## config.mk

```make
export PLATFORM = sky130hd
export DESIGN_NAME = seg_display_decoder_flat
export DESIGN_NICKNAME = d
export VERILOG_FILES = /design/src/rtl/seg_display_decoder_if.sv /design/src/rtl/seg_display_decoder.sv /design/src/flat_wrapper.sv
export SDC_FILE = /design/constraint.sdc
export NUM_CORES = 1
export LEC_CHECK = 0
export BUFFER_PORTS_ARGS = -buffer_cell sky130_fd_sc_hd__buf_2
export CAP_MARGIN = 15
export CORE_MARGIN = 4
export CORE_UTILIZATION = 52
export DETAILED_ROUTE_END_ITERATION = 16
export PLACE_DENSITY = 0.72
export SLEW_MARGIN = 10
export SYNTH_ARGS = -nofsm -noshare
export SYNTH_HDL_FRONTEND = slang
export SYNTH_SLANG_ARGS = --single-unit
```

## constraint.sdc

```tcl
create_clock -name clk -period 7 [get_ports clk]
set_clock_uncertainty 0.15 [all_clocks]
set_input_delay 0.35 -clock clk [delete_from_list [all_inputs] [get_ports clk]]
set_output_delay 0.35 -clock clk [all_outputs]
set_load 0.01 [all_outputs]
```

## src/rtl/seg_display_decoder_if.sv

```systemverilog
// Bus between a two-digit multiplexed 7-segment driver and its decoder/monitor.
// The master drives the display pins; the slave reports the reconstructed value.
interface seg_display_decoder_if;
    logic [7:0] seg_in;
    logic       disp1_in;
    logic       disp2_in;
    logic [7:0] value;
    logic       value_valid;
    logic       overflow;
    logic       code_err;
    logic       timeout_err;
    logic [7:0] frame_cnt;

    modport master (
        output seg_in, disp1_in, disp2_in,
        input  value, value_valid, overflow, code_err, timeout_err, frame_cnt
    );

    modport slave (
        input  seg_in, disp1_in, disp2_in,
        output value, value_valid, overflow, code_err, timeout_err, frame_cnt
    );
endinterface

```

## src/rtl/seg_display_decoder.sv

```systemverilog
// Watches a multiplexed two-digit active-low 7-segment bus, filters transients,
// decodes the digits and rebuilds the displayed 8-bit value (tens*10+ones).
module seg_display_decoder #(
    parameter int STABLE_CYCLES = 4,
    parameter int TIMEOUT       = 1024
) (
    input logic                clk,
    input logic                rst,
    seg_display_decoder_if.slave bus
);
    localparam int SW = $clog2(STABLE_CYCLES + 1);
    localparam int TW = $clog2(TIMEOUT + 1);
    localparam logic [3:0] D_BLANK   = 4'hA;
    localparam logic [3:0] D_ILLEGAL = 4'hF;

    typedef enum logic [1:0] {SEL_NONE = 2'b00, SEL_ONES = 2'b01, SEL_TENS = 2'b10} sel_t;
    typedef enum logic {S_ONES = 1'b0, S_TENS = 1'b1} state_t;

    function automatic logic [3:0] decode(input logic [7:0] code);
        case (code)
            8'h81:   decode = 4'd0;
            8'hCF:   decode = 4'd1;
            8'h92:   decode = 4'd2;
            8'h86:   decode = 4'd3;
            8'hCC:   decode = 4'd4;
            8'hA4:   decode = 4'd5;
            8'hA0:   decode = 4'd6;
            8'h8F:   decode = 4'd7;
            8'h80:   decode = 4'd8;
            8'h84:   decode = 4'd9;
            8'hFF:   decode = D_BLANK;
            default: decode = D_ILLEGAL;
        endcase
    endfunction

    function automatic sel_t select(input logic d1_n, input logic d2_n);
        if (!d1_n && d2_n)      select = SEL_ONES;
        else if (d1_n && !d2_n) select = SEL_TENS;
        else                    select = SEL_NONE;
    endfunction

    logic [7:0]   r_seg_p0, r_seg_p1;
    sel_t         r_sel_p0, r_sel_p1;
    logic [SW-1:0] r_stab;
    logic         w_same, w_accept;
    logic [3:0]   w_digit;

    // Stage p0: register the raw pins; stage p1: previous sample for comparison
    always_ff @(posedge clk or posedge rst) begin
        if (rst) begin
            r_seg_p0 <= '0;
            r_sel_p0 <= SEL_NONE;
            r_seg_p1 <= '0;
            r_sel_p1 <= SEL_NONE;
        end else begin
            r_seg_p0 <= bus.seg_in;
            r_sel_p0 <= select(bus.disp1_in, bus.disp2_in);
            r_seg_p1 <= r_seg_p0;
            r_sel_p1 <= r_sel_p0;
        end
    end

    assign w_same = (r_sel_p0 == r_sel_p1) && (r_seg_p0 == r_seg_p1);

    always_ff @(posedge clk or posedge rst) begin
        if (rst)                                 r_stab <= '0;
        else if (!w_same)                        r_stab <= SW'(1);
        else if (r_stab != SW'(STABLE_CYCLES))   r_stab <= r_stab + 1'b1;
    end

    // Fires only on the step into saturation, so a held digit is accepted once
    assign w_accept = w_same && (r_stab == SW'(STABLE_CYCLES - 1)) && (r_sel_p0 != SEL_NONE);
    assign w_digit  = decode(r_seg_p0);

    state_t        r_state, w_state_n;
    logic [3:0]    r_ones, w_ones_n;
    logic [TW-1:0] r_tmo, w_tmo_n;
    logic [7:0]    r_value, w_value_n, r_frame, w_frame_n;
    logic          r_ovf, w_ovf_n, r_valid, w_valid_n;
    logic          r_cerr, w_cerr_n, r_terr, w_terr_n;

    always_ff @(posedge clk or posedge rst) begin
        if (rst) begin
            r_state <= S_ONES;
            r_ones  <= '0;
            r_tmo   <= '0;
            r_value <= '0;
            r_ovf   <= 1'b0;
            r_valid <= 1'b0;
            r_cerr  <= 1'b0;
            r_terr  <= 1'b0;
            r_frame <= '0;
        end else begin
            r_state <= w_state_n;
            r_ones  <= w_ones_n;
            r_tmo   <= w_tmo_n;
            r_value <= w_value_n;
            r_ovf   <= w_ovf_n;
            r_valid <= w_valid_n;
            r_cerr  <= w_cerr_n;
            r_terr  <= w_terr_n;
            r_frame <= w_frame_n;
        end
    end

    always_comb begin
        w_state_n = r_state;
        w_ones_n  = r_ones;
        w_tmo_n   = r_tmo;
        w_value_n = r_value;
        w_ovf_n   = r_ovf;
        w_valid_n = 1'b0;
        w_cerr_n  = 1'b0;
        w_terr_n  = 1'b0;
        w_frame_n = r_frame;
        case (r_state)
            S_ONES: begin
                w_tmo_n = '0;
                if (w_accept && r_sel_p0 == SEL_ONES) begin
                    if (w_digit < 4'd10) begin
                        w_ones_n  = w_digit;
                        w_state_n = S_TENS;
                    end else begin
                        w_cerr_n = 1'b1;
                    end
                end
            end
            S_TENS: begin
                if (w_accept && r_sel_p0 == SEL_TENS) begin
                    w_state_n = S_ONES;
                    if (w_digit < 4'd10) begin
                        w_value_n = ({4'b0, w_digit} * 8'd10) + {4'b0, r_ones};
                        w_ovf_n   = 1'b0;
                        w_valid_n = 1'b1;
                        w_frame_n = r_frame + 8'd1;
                    end else if (w_digit == D_BLANK) begin
                        // Blank tens is how the driver renders tens digits 10..15
                        w_value_n = {4'b0, r_ones};
                        w_ovf_n   = 1'b1;
                        w_valid_n = 1'b1;
                        w_frame_n = r_frame + 8'd1;
                    end else begin
                        w_cerr_n = 1'b1;
                    end
                end else if (w_accept) begin
                    if (w_digit < 4'd10) begin
                        w_ones_n = w_digit;
                        w_tmo_n  = '0;
                    end else begin
                        w_cerr_n  = 1'b1;
                        w_state_n = S_ONES;
                    end
                end else if (r_tmo == TW'(TIMEOUT - 1)) begin
                    w_terr_n  = 1'b1;
                    w_state_n = S_ONES;
                end else begin
                    w_tmo_n = r_tmo + 1'b1;
                end
            end
            default: w_state_n = S_ONES;
        endcase
    end

    assign bus.value       = r_value;
    assign bus.value_valid = r_valid;
    assign bus.overflow    = r_ovf;
    assign bus.code_err    = r_cerr;
    assign bus.timeout_err = r_terr;
    assign bus.frame_cnt   = r_frame;
endmodule

```

## src/flat_wrapper.sv

```systemverilog
// flat-port wrapper written by rule: the top's interface ports become plain ports
module seg_display_decoder_flat 
#(
    parameter int STABLE_CYCLES = 4,
    parameter int TIMEOUT       = 1024
)
  (clk, rst, bus_seg_in, bus_disp1_in, bus_disp2_in, bus_value, bus_value_valid, bus_overflow, bus_code_err, bus_timeout_err, bus_frame_cnt);
  seg_display_decoder_if bus_i ();
  input logic clk;
  input logic rst;
  input wire logic [$bits(bus_i.seg_in)-1:0] bus_seg_in;
  input wire logic [$bits(bus_i.disp1_in)-1:0] bus_disp1_in;
  input wire logic [$bits(bus_i.disp2_in)-1:0] bus_disp2_in;
  output wire logic [$bits(bus_i.value)-1:0] bus_value;
  output wire logic [$bits(bus_i.value_valid)-1:0] bus_value_valid;
  output wire logic [$bits(bus_i.overflow)-1:0] bus_overflow;
  output wire logic [$bits(bus_i.code_err)-1:0] bus_code_err;
  output wire logic [$bits(bus_i.timeout_err)-1:0] bus_timeout_err;
  output wire logic [$bits(bus_i.frame_cnt)-1:0] bus_frame_cnt;
  assign bus_i.seg_in = bus_seg_in;
  assign bus_i.disp1_in = bus_disp1_in;
  assign bus_i.disp2_in = bus_disp2_in;
  assign bus_value = bus_i.value;
  assign bus_value_valid = bus_i.value_valid;
  assign bus_overflow = bus_i.overflow;
  assign bus_code_err = bus_i.code_err;
  assign bus_timeout_err = bus_i.timeout_err;
  assign bus_frame_cnt = bus_i.frame_cnt;
  seg_display_decoder #(.STABLE_CYCLES(STABLE_CYCLES), .TIMEOUT(TIMEOUT)) u_core (.clk(clk), .rst(rst), .bus(bus_i));
endmodule
```

==> results of run 1 <==
-- state kept, by name, summed over array words and instances, names as in the netlist --
name                    flops
u_core.bus.code_err         1
u_core.bus.frame_cnt        8
u_core.bus.overflow         1
u_core.bus.timeout_err      1
u_core.bus.value            8
u_core.bus.value_valid      1
u_core.r_ones               4
u_core.r_seg_p0             8
u_core.r_seg_p1             8
u_core.r_sel_p0             2
u_core.r_sel_p1             2
u_core.r_stab               3
u_core.r_state              1
u_core.r_tmo               11
-- layout make-up --
cell class | count | share of cell area (%)
repair buffers | 40 | 6.95
flip-flops and latches | 59 | 42.3
clock buffers | 12 | 4.16
clock inverters | 3 | 0.430
multi-input cells | 196 | 42.2
well taps | 72 | 2.58
inverters | 13 | 1.40
-- cell usage after synthesis (3+ instances only) --
library cell	instances
nor2b_1	4
xor2_1	18
o21ai_0	9
or2_2	3
and3_1	3
nand2_1	23
mux2_2	4
ha_1	12
nor4_2	3
a21o_1	3
nand3_1	9
mux2_4	3
a21oi_1	5
nor2_1	19
inv_1	13
dfrtp_1	59
and4_1	3
xnor2_1	14
nor3_1	6
buf_6	5
mux2i_1	4
nand4_1	9
-- path summary, 6_finish.rpt --
kind                                     from                      to  slack, ps  cells past startpoint
setup / recovery           u_core.r_seg_p0[0]     u_core.bus.value[7]       3200                     13
hold / removal                   bus_disp2_in      u_core.r_sel_p0[1]         30                      2
setup reg to reg           u_core.r_seg_p0[0]     u_core.bus.value[7]       3200                     13
hold reg to reg              u_core.r_tmo[10]  u_core.bus.timeout_err        280                      1
max in group asynchronous                 rst     u_core.bus.value[6]       6130                      3
min in group asynchronous                 rst         u_core.r_tmo[9]         60                      3
-- per-layer routing --
layer,vias to the layer above,global-route usage [%]
met1,1023,23.6
met4,0,8.78
li1,1058,-
met5,-,0
met2,53,26.1
met3,10,3.98
-- logic make-up after synthesis --
group,Yosys count
AOI/OAI and AO/OA,37
buffers and inverters,23
muxes,11
and+or+nand+nor,102
adders and majority gates,14
xor gates and xnor gates,32
DFF,59
-- critical path, delay by kind of cell, from the launching register on --
kind,cells,cell delay [ps]
adders and majority gates,3,1070
and+or+nand+nor,4,980
AOI/OAI and AO/OA,5,770
DFF,1,590
muxes,1,150
-- where the power goes --
group	switching, uW	internal, uW	total (uW)
registers	9.01	347	356
logic	21.5	19.6	41.1
clock network	121	134	256
total	152	501	653
-- per-stage QoR --
stage / total power, uW / instance area [um^2]
global route: 685 / 3490
floorplan: 392 / 3080
global placement: 399 / 3250
detailed placement: 400 / 3250
finish: 653 / 3490
CTS: 661 / 3490
-- what timing repair did --
item | CTS | global route
setup endpoints to repair | 0 | 0
hold endpoints to repair | 8 | 0
hold buffers | 8 | 0
==> flow_summary.toml, run 1 <==
[yosys]
syn_nets = 304
synth_top_family_by_area = "simple AND/OR/NAND/NOR gates"
synthAdderAreaFrac_pct = 6.17
post_synth_instance_area_um2 = 3080
synthArstFlopShare_pct = 100
ys_types = 60
synth-edff-count = 0
synth-simple-area-share_pct = 19.4
ys_ff_latch = 59
synth-xor-area-share_pct = 9.09
synth_cells = 278
yosys.area.top_type = "dfrtp_1"
synth_ff_type = "dfrtp_1"
synth_mux_area_share_pct = 4.22
ys_seq_area_share_pct = 47.9
avgSynthCellArea_um2 = 11.1
ys.warnings.count = 0
synth_top_area_share_pct = 47.9
synth.area.top_cells = "dfrtp_1 (48%), xor2_1 (5.1%), ha_1 (4.9%)"
synth_compound_gate_area_share_pct = 8.89

[place]
gp_congestion = 0.807
dp.cells = 372
place_ws_ps = 3230
port_buffers = 31
dpl.hpwl_um = 3950

[cts]
clk_pin_slew_ps = 60
clock_latency_ps = 330
clock_sinks = 59
clockBufferDepth = 2
htree_levels = 3
numCtsBuffers = 9
root_buffer = "clkbuf_8"
ctsResizeCount = 0
post_cts_buffers = 0
cts_tree = "built"

[critical_path]
startpoint_type = "flop"
cp_max_fo = 9
worst_setup_path_end_kind = "flop"
cp_slowest_cell = "or4_1"
worstPathCellList = "nand2_1 > or4_1 > nand3_2 > o21ai_1 > ha_1 > ha_1 > fa_1 > nand2_1 > o21bai_1 > mux2i_1 > o21ai_0 > a31oi_1 > a32o_1"
required_ps = 7110
cp.arrival_ps = 3910
critPathMaxStageDelay_ps = 620
crit_type = "flop to flop"

[drt]
met1_length_um = 2720
first_pass_iters = 4
num_vias = 2144
dr_wl_met3_um = 243
wl_per_cell_um = 14.4
drc = 0
top_layer = "met4"
wl_um = 5680
first_iter_violations = 59
routed-wl-met2_um = 2600
vias_per_cell = 5.43
drt.antenna.violating_nets = 0

[flow_run]
cap_viol_max_count = 0

[cells_and_area]
diodes = 0
drive_gt1_share_pct = 22.3
final_common_cell = "dfrtp_1"
nets = 345
layout_common_cells = "dfrtp_1 (59), buf_2 (31), nand2_1 (23)"
multiInputGateArea_um2 = 1470
area_growth_pct = 13.2
final_cells = 395
fin_util_pct = 61.9
seq_area_um2 = 1480
n_fill_cell = 463

[sta]
period_needed_ps = 3800
max_freq_mhz = 263
layout_setup_ws_ps = 3200
tightest_slew_ps = 820
final-hold-violation-count = 0
maxSlewHeadroom_pct = 45.0
whs_ps = 30.8
tns_ps = 0
rsz0062_at_grt = "no"
setup_viol = 0
slew_viol_final = 0
final.period_utilization_pct = 54.3

[power]
ir_drop_mv = 0.133
power_density_nw_per_um2 = 187
p_leak_uw = 0.00164

[hold_path]
hold_path.class = "input port to flop"

[die]
rows = 27
dieArea_um2 = 7230
initial_core_util_pct = 54.6
core_area_um2 = 5640
io_pins = 32
die_w_um = 85
fp.dieH_um = 85

[global_routing]
grt_pass1_wl_um = 9980
grt_pass1_vias = 2123
overflow = 0
grt_max_degree = 60
grt_antenna_before_repair = 0
grtUsageTotal_pct = 17.4

[outcome]
status = "finished, final reports clean"
Power figures use the tool's default switching activity.
==> run 2: changes to the inputs <==
- ABC_AREA: not set -> 1
- PLACE_DENSITY: 0.72 -> 0.74
- clock period: 7 -> 3.1 ns (I/O delays scaled with it)
==> flow_summary.toml, run 2 <==
[power]
power_density_nw_per_um2 = 433
power_uw = 1780
p_leak_uw = 0.00219
ir_drop_mv = 0.447

[hold_path]
hold_path.class = "input port to asynchronous set/reset pin"

[place]
place_area_um2 = 3650
dpl.hpwl_um = 5150
port_buffers = 31
dp.cells = 534
gp_congestion = 1.00

[global_routing]
grt_antenna_before_repair = 0
grt_pass1_wl_um = 12700
grtUsageTotal_pct = 20.8
grt_pass1_vias = 2960
overflow = 0
grt_max_degree = 36

[sta]
tns_ps = 0
maxSlewHeadroom_pct = 59.7
final-hold-violation-count = 0
rsz0062_at_grt = "yes"
slew_viol_final = 0
max_freq_mhz = 332
final.period_utilization_pct = 97.2
period_needed_ps = 3010
setup_viol = 0
tightest_slew_ps = 605

[yosys]
ys.warnings.count = 0
ys_types = 35
synth-edff-count = 0
synth_ff_type = "dfrtp_1"
post_synth_instance_area_um2 = 3420
synthArstFlopShare_pct = 100
synth.area.top_cells = "dfrtp_1 (43%), nand2_1 (15%), inv_1 (5.5%)"
avgSynthCellArea_um2 = 7.98
synth_top_area_share_pct = 43.2
ys_ff_latch = 59
yosys.area.top_type = "dfrtp_1"
ys_seq_area_share_pct = 43.2
ys_top_cells_by_count = "nand2_1 (137), dfrtp_1 (59), inv_1 (50)"
yosysMostFrequentCell = "nand2_1"
syn_nets = 454
synth_cells = 428

[cells_and_area]
area_growth_pct = 20.5
diodes = 0
fin_util_pct = 64.8
final_cells = 568
top_register = "u_core.r_tmo"
n_fill_cell = 528
final_common_cell = "nand2_1"
drive_gt1_share_pct = 22.2
nets = 512
largest_reg_flops = 11
fin_area_um2 = 4120
layout_common_cells = "nand2_1 (130), dfrtp_1 (53), inv_1 (49)"

[die]
initial_core_util_pct = 53.8
core_area_um2 = 6350
fp.dieH_um = 89.1
dieArea_um2 = 7930
rows = 29
io_pins = 32
die_w_um = 89.1

[drt]
first_iter_violations = 190
drc = 0
wl_um = 7380
wl_per_cell_um = 13.0
drt.antenna.violating_nets = 0
vias_per_cell = 5.14
first_pass_iters = 4
num_vias = 2921

[cts]
htree_levels = 3
root_buffer = "clkbuf_8"
clock_latency_ps = 340
numCtsBuffers = 9
cts_tree = "built"
clk_pin_slew_ps = 80
clock_sinks = 59
clockBufferDepth = 2

[critical_path]
cp.arrival_ps = 3090
required_ps = 3180
cp_max_fo = 5
ff2ff_setup_slack_ps = 90
startpoint_type = "flop"
worst_setup_path_end_kind = "flop"
crit_type = "flop to flop"

[outcome]
status = "finished, final reports clean"

[flow_run]
cap_viol_max_count = 0
run 2: path summary, 6_finish.rpt:
check | from | endpoint | depth (start not counted)
setup / recovery | u_core.r_seg_p0[6] | u_core.bus.value[7] | 17
hold / removal | rst | u_core.r_tmo[6] | 3
setup reg to reg | u_core.r_seg_p0[6] | u_core.bus.value[7] | 17
hold reg to reg | u_core.r_seg_p0[7] | u_core.r_seg_p1[7] | 0
max in group asynchronous | rst | u_core.r_seg_p0[7] | 4
min in group clk | u_core.r_seg_p0[7] | u_core.r_seg_p1[7] | 0
run 2: critical path, cell delays in order, from the launching register on:
cell and delay [ps]:
dfrtp_1 430, nand2_1 140, nor2_2 60, nand2_2 140, nand2_2 90, nor2_2 150, o2111a_2 280, ha_1 250
ha_1 310, inv_1 80, nor2_1 40, o21ai_0 330, nor2_2 100, buf_4 150, nand3_1 70, nand2_1 50
nand2_1 60, nand2_1 40
run 2: stage by stage:
stage / hold WS [ps] / worst slack, ps
2_1_floorplan: 36.4 / 241
3_3_place_gp: 78.7 / 149
3_5_place_dp: 94.3 / 22.7
4_1_cts: 278 / 6.11
5_1_grt: 310 / -111
6_report: 261 / 88.3
run 2: layout make-up:
type	instances	area, um^2	share of cell area [%]
Sequential cell	59	1480	36.0
Timing Repair Buffer	51	335	8.14
Inverter	57	214	5.20
Tap cell	77	96.3	2.34
Clock inverter	5	100	2.43
Clock buffer	11	141	3.43
Multi-Input combinational cell	308	1750	42.4
run 2: logic make-up (layout without fill, tap and decap cells):
kind of cell	after synthesis	after routing	synth area share (%)
and+or+nand+nor	251	251	34.7
xor gates and xnor gates	21	21	5.38
DFF	59	59	43.2
adders and majority gates	14	14	5.57
AOI/OAI and AO/OA	22	22	3.95
buffers and inverters	61	124	7.21
run 2: layer usage:
metal,part of all wire [%],track usage [%]
met4,2.8,9.34
met3,3.1,4.98
met2,50,33.9
met5,0,0
met1,44,26.3
run 2: repair_timing:
action	4_1_cts	5_1_grt
hold buffers	12	0
endpoints found under the hold margin	34	0
setup endpoints to repair	0	3
resized for setup	0	24
buffers inserted	0	6
run 2: power by group:
group	total [uW]	switching (uW)	leakage, uW	internal, uW
clock	860	307	0.000123	554
sequential	799	15.0	0.000772	784
combinational	124	75.2	0.00130	48.4
==> run 3: changes to the inputs <==
- ABC_AREA: 1 -> not set
- PLACE_DENSITY: 0.74 -> 0.75
- REMOVE_ABC_BUFFERS: not set -> 1
==> flow_summary.toml, run 3 (synthesized netlist as in run 1, its figures left out) <==
[place]
gp_congestion = 0.836
port_buffers = 31
place_area_um2 = 3550
dp.cells = 412
dpl.hpwl_um = 4600

[die]
die_w_um = 85
dieArea_um2 = 7230
io_pins = 32
rows = 27
fp.dieH_um = 85
initial_core_util_pct = 54.6
core_area_um2 = 5640

[power]
p_clk_share_pct = 39.2
p_switching_uw = 395
p_leak_uw = 0.00188
power_density_nw_per_um2 = 389
switching_share_pct = 25.3
p_seq_share_pct = 51.0
internal_power_uw = 1170
ir_drop_mv = 0.290
power_frac_comb_pct = 9.8

[cts]
numCtsBuffers = 9
cts_tree = "built"
clockBufferDepth = 2
clock_latency_ps = 340
clock_sinks = 59
clk_pin_slew_ps = 70
htree_levels = 3
root_buffer = "clkbuf_8"

[sta]
setup_viol = 2
tightest_slew_ps = 819
final-hold-violation-count = 0
period_needed_ps = 3420
maxSlewHeadroom_pct = 45.4
slew_viol_final = 0
max_freq_mhz = 293
rsz0062_at_grt = "yes"
final.period_utilization_pct = 110
layout_setup_ws_ps = -319

[global_routing]
overflow = 0
grt_max_degree = 40
grt_antenna_before_repair = 0
grt_pass1_vias = 2538
grt_pass1_wl_um = 11500
grtUsageTotal_pct = 20.1

[cells_and_area]
diodes = 0
n_fill_cell = 402
drive_gt1_share_pct = 37.6
nets = 397
multiInputGateArea_um2 = 1590
fin_area_um2 = 4020
layout_common_cells = "dfrtp_1 (56), buf_4 (49), buf_2 (31)"
largest_reg_flops = 11
seq_area_um2 = 1480
final_cells = 447
area_growth_pct = 30.3
top_register = "u_core.r_tmo"
final_common_cell = "dfrtp_1"

[critical_path]
r2r-start = "u_core.r_seg_p0[3]"
crit_type = "flop to flop"
worstReg2RegEnd = "u_core.bus.value[7]"
rr_worst_depth = 13
startpoint_type = "flop"
worst_setup_path_end_kind = "flop"
cp.arrival_ps = 3490
cp_max_fo = 5
ff2ff_setup_slack_ps = -320
required_ps = 3170

[drt]
num_vias = 2390
vias_per_cell = 5.35
wl_um = 6640
drc = 0
wl_per_cell_um = 14.9
first_pass_iters = 4
first_iter_violations = 123
drt.antenna.violating_nets = 0

[outcome]
status = "finished, violations left"
violations = "negative setup slack"

[hold_path]
hold_path.class = "input port to asynchronous set/reset pin"

[flow_run]
cap_viol_max_count = 0
==> run 3: cell count changes in the layout (fill, tap and decap cells not counted), sizes merged, moves of 4 or more <==
| cell | before | now |
|---|---|---|
| xor2 | 11 | 18 |
| nand4 | 22 | 9 |
| nor2 | 54 | 19 |
| xnor2 | 10 | 14 |
| nor4 | 0 | 4 |
| buf | 39 | 80 |
| inv | 57 | 13 |
| nand3 | 27 | 10 |
| mux2 | 0 | 7 |
| mux2i | 0 | 4 |
| nand2 | 141 | 23 |
==> run 3: metrics by stage <==
stage / hold WS, ps / total power, uW / TNS (ps) / util, % / worst slack (ps)
after detailed placement: 39.4 / 936 / -938 / 62.9 / -475
after floorplan: 36.4 / 877 / -639 / - / -410
after global routing: 240 / 1630 / -926 / 71.2 / -503
final: 208 / 1560 / -539 / 71.2 / -319
after CTS: 219 / 1570 / -602 / 69.9 / -338
after global placement: 33.8 / 931 / -620 / 62.9 / -343
==> run 3: timing repair <==
item | 4_1_cts | 5_1_grt
hold buffers | 12 | 0
resized for setup | 19 | 10
hold endpoints to repair | 30 | 0
setup buffers | 4 | 4
pin swaps | 4 | 7
endpoints found under the setup margin | 4 | 5
==> run 3: cell type report <==
cell class | instances | area share, %
clock inverter | 5 | 0.747
multi-input combinational | 196 | 39.5
inverter | 13 | 1.21
clock buffer | 10 | 3.43
timing repair buffer | 92 | 16.0
sequential | 59 | 36.8
tap | 72 | 2.24
==> run 3: how the worst max path moves through the flow <==
stage | startpoint | to | slack [ps]
finish | u_core.r_seg_p0[3] | u_core.bus.value[7] | -320
detailed placement | u_core.r_seg_p0[3] | u_core.bus.value[7] | -480
global placement | u_core.r_seg_p0[3] | u_core.bus.value[7] | -340
floorplan | u_core.r_seg_p0[0] | u_core.bus.value[7] | -410
global route | u_core.r_seg_p0[1] | u_core.bus.value[7] | -500
CTS | u_core.r_seg_p0[3] | u_core.bus.value[7] | -340
==> run 3: power groups by stage <==
stage,logic [uW],clock network (uW),registers [uW]
2_1_floorplan,65.2,0,812
3_3_place_gp,122,0,809
3_5_place_dp,125,0,811
4_1_cts,147,624,797
5_1_grt,170,660,799
6_report,154,613,797
==> run 3: metal layers <==
metal | routed length (um) | global-route usage, % | vias up
met3 | 231 | 4.95 | 17
met2 | 3310 | 32.8 | 49
met1 | 2920 | 25.0 | 1162
met5 | 0 | 0 | -
met4 | 178 | 9.50 | 0
li1 | - | - | 1162
==> run 3: worst max-delay path, cell delays in order, from the launching register on <==
cell,delay [ps]
dfrtp_2,430
or3_1,350
mux2_4,280
o22ai_4,250
o21ai_2,110
ha_1,310
ha_2,200
fa_1,520
nand2_2,60
o21bai_4,170
mux2i_1,110
o21ai_1,90
a31oi_1,50
a32o_1,230
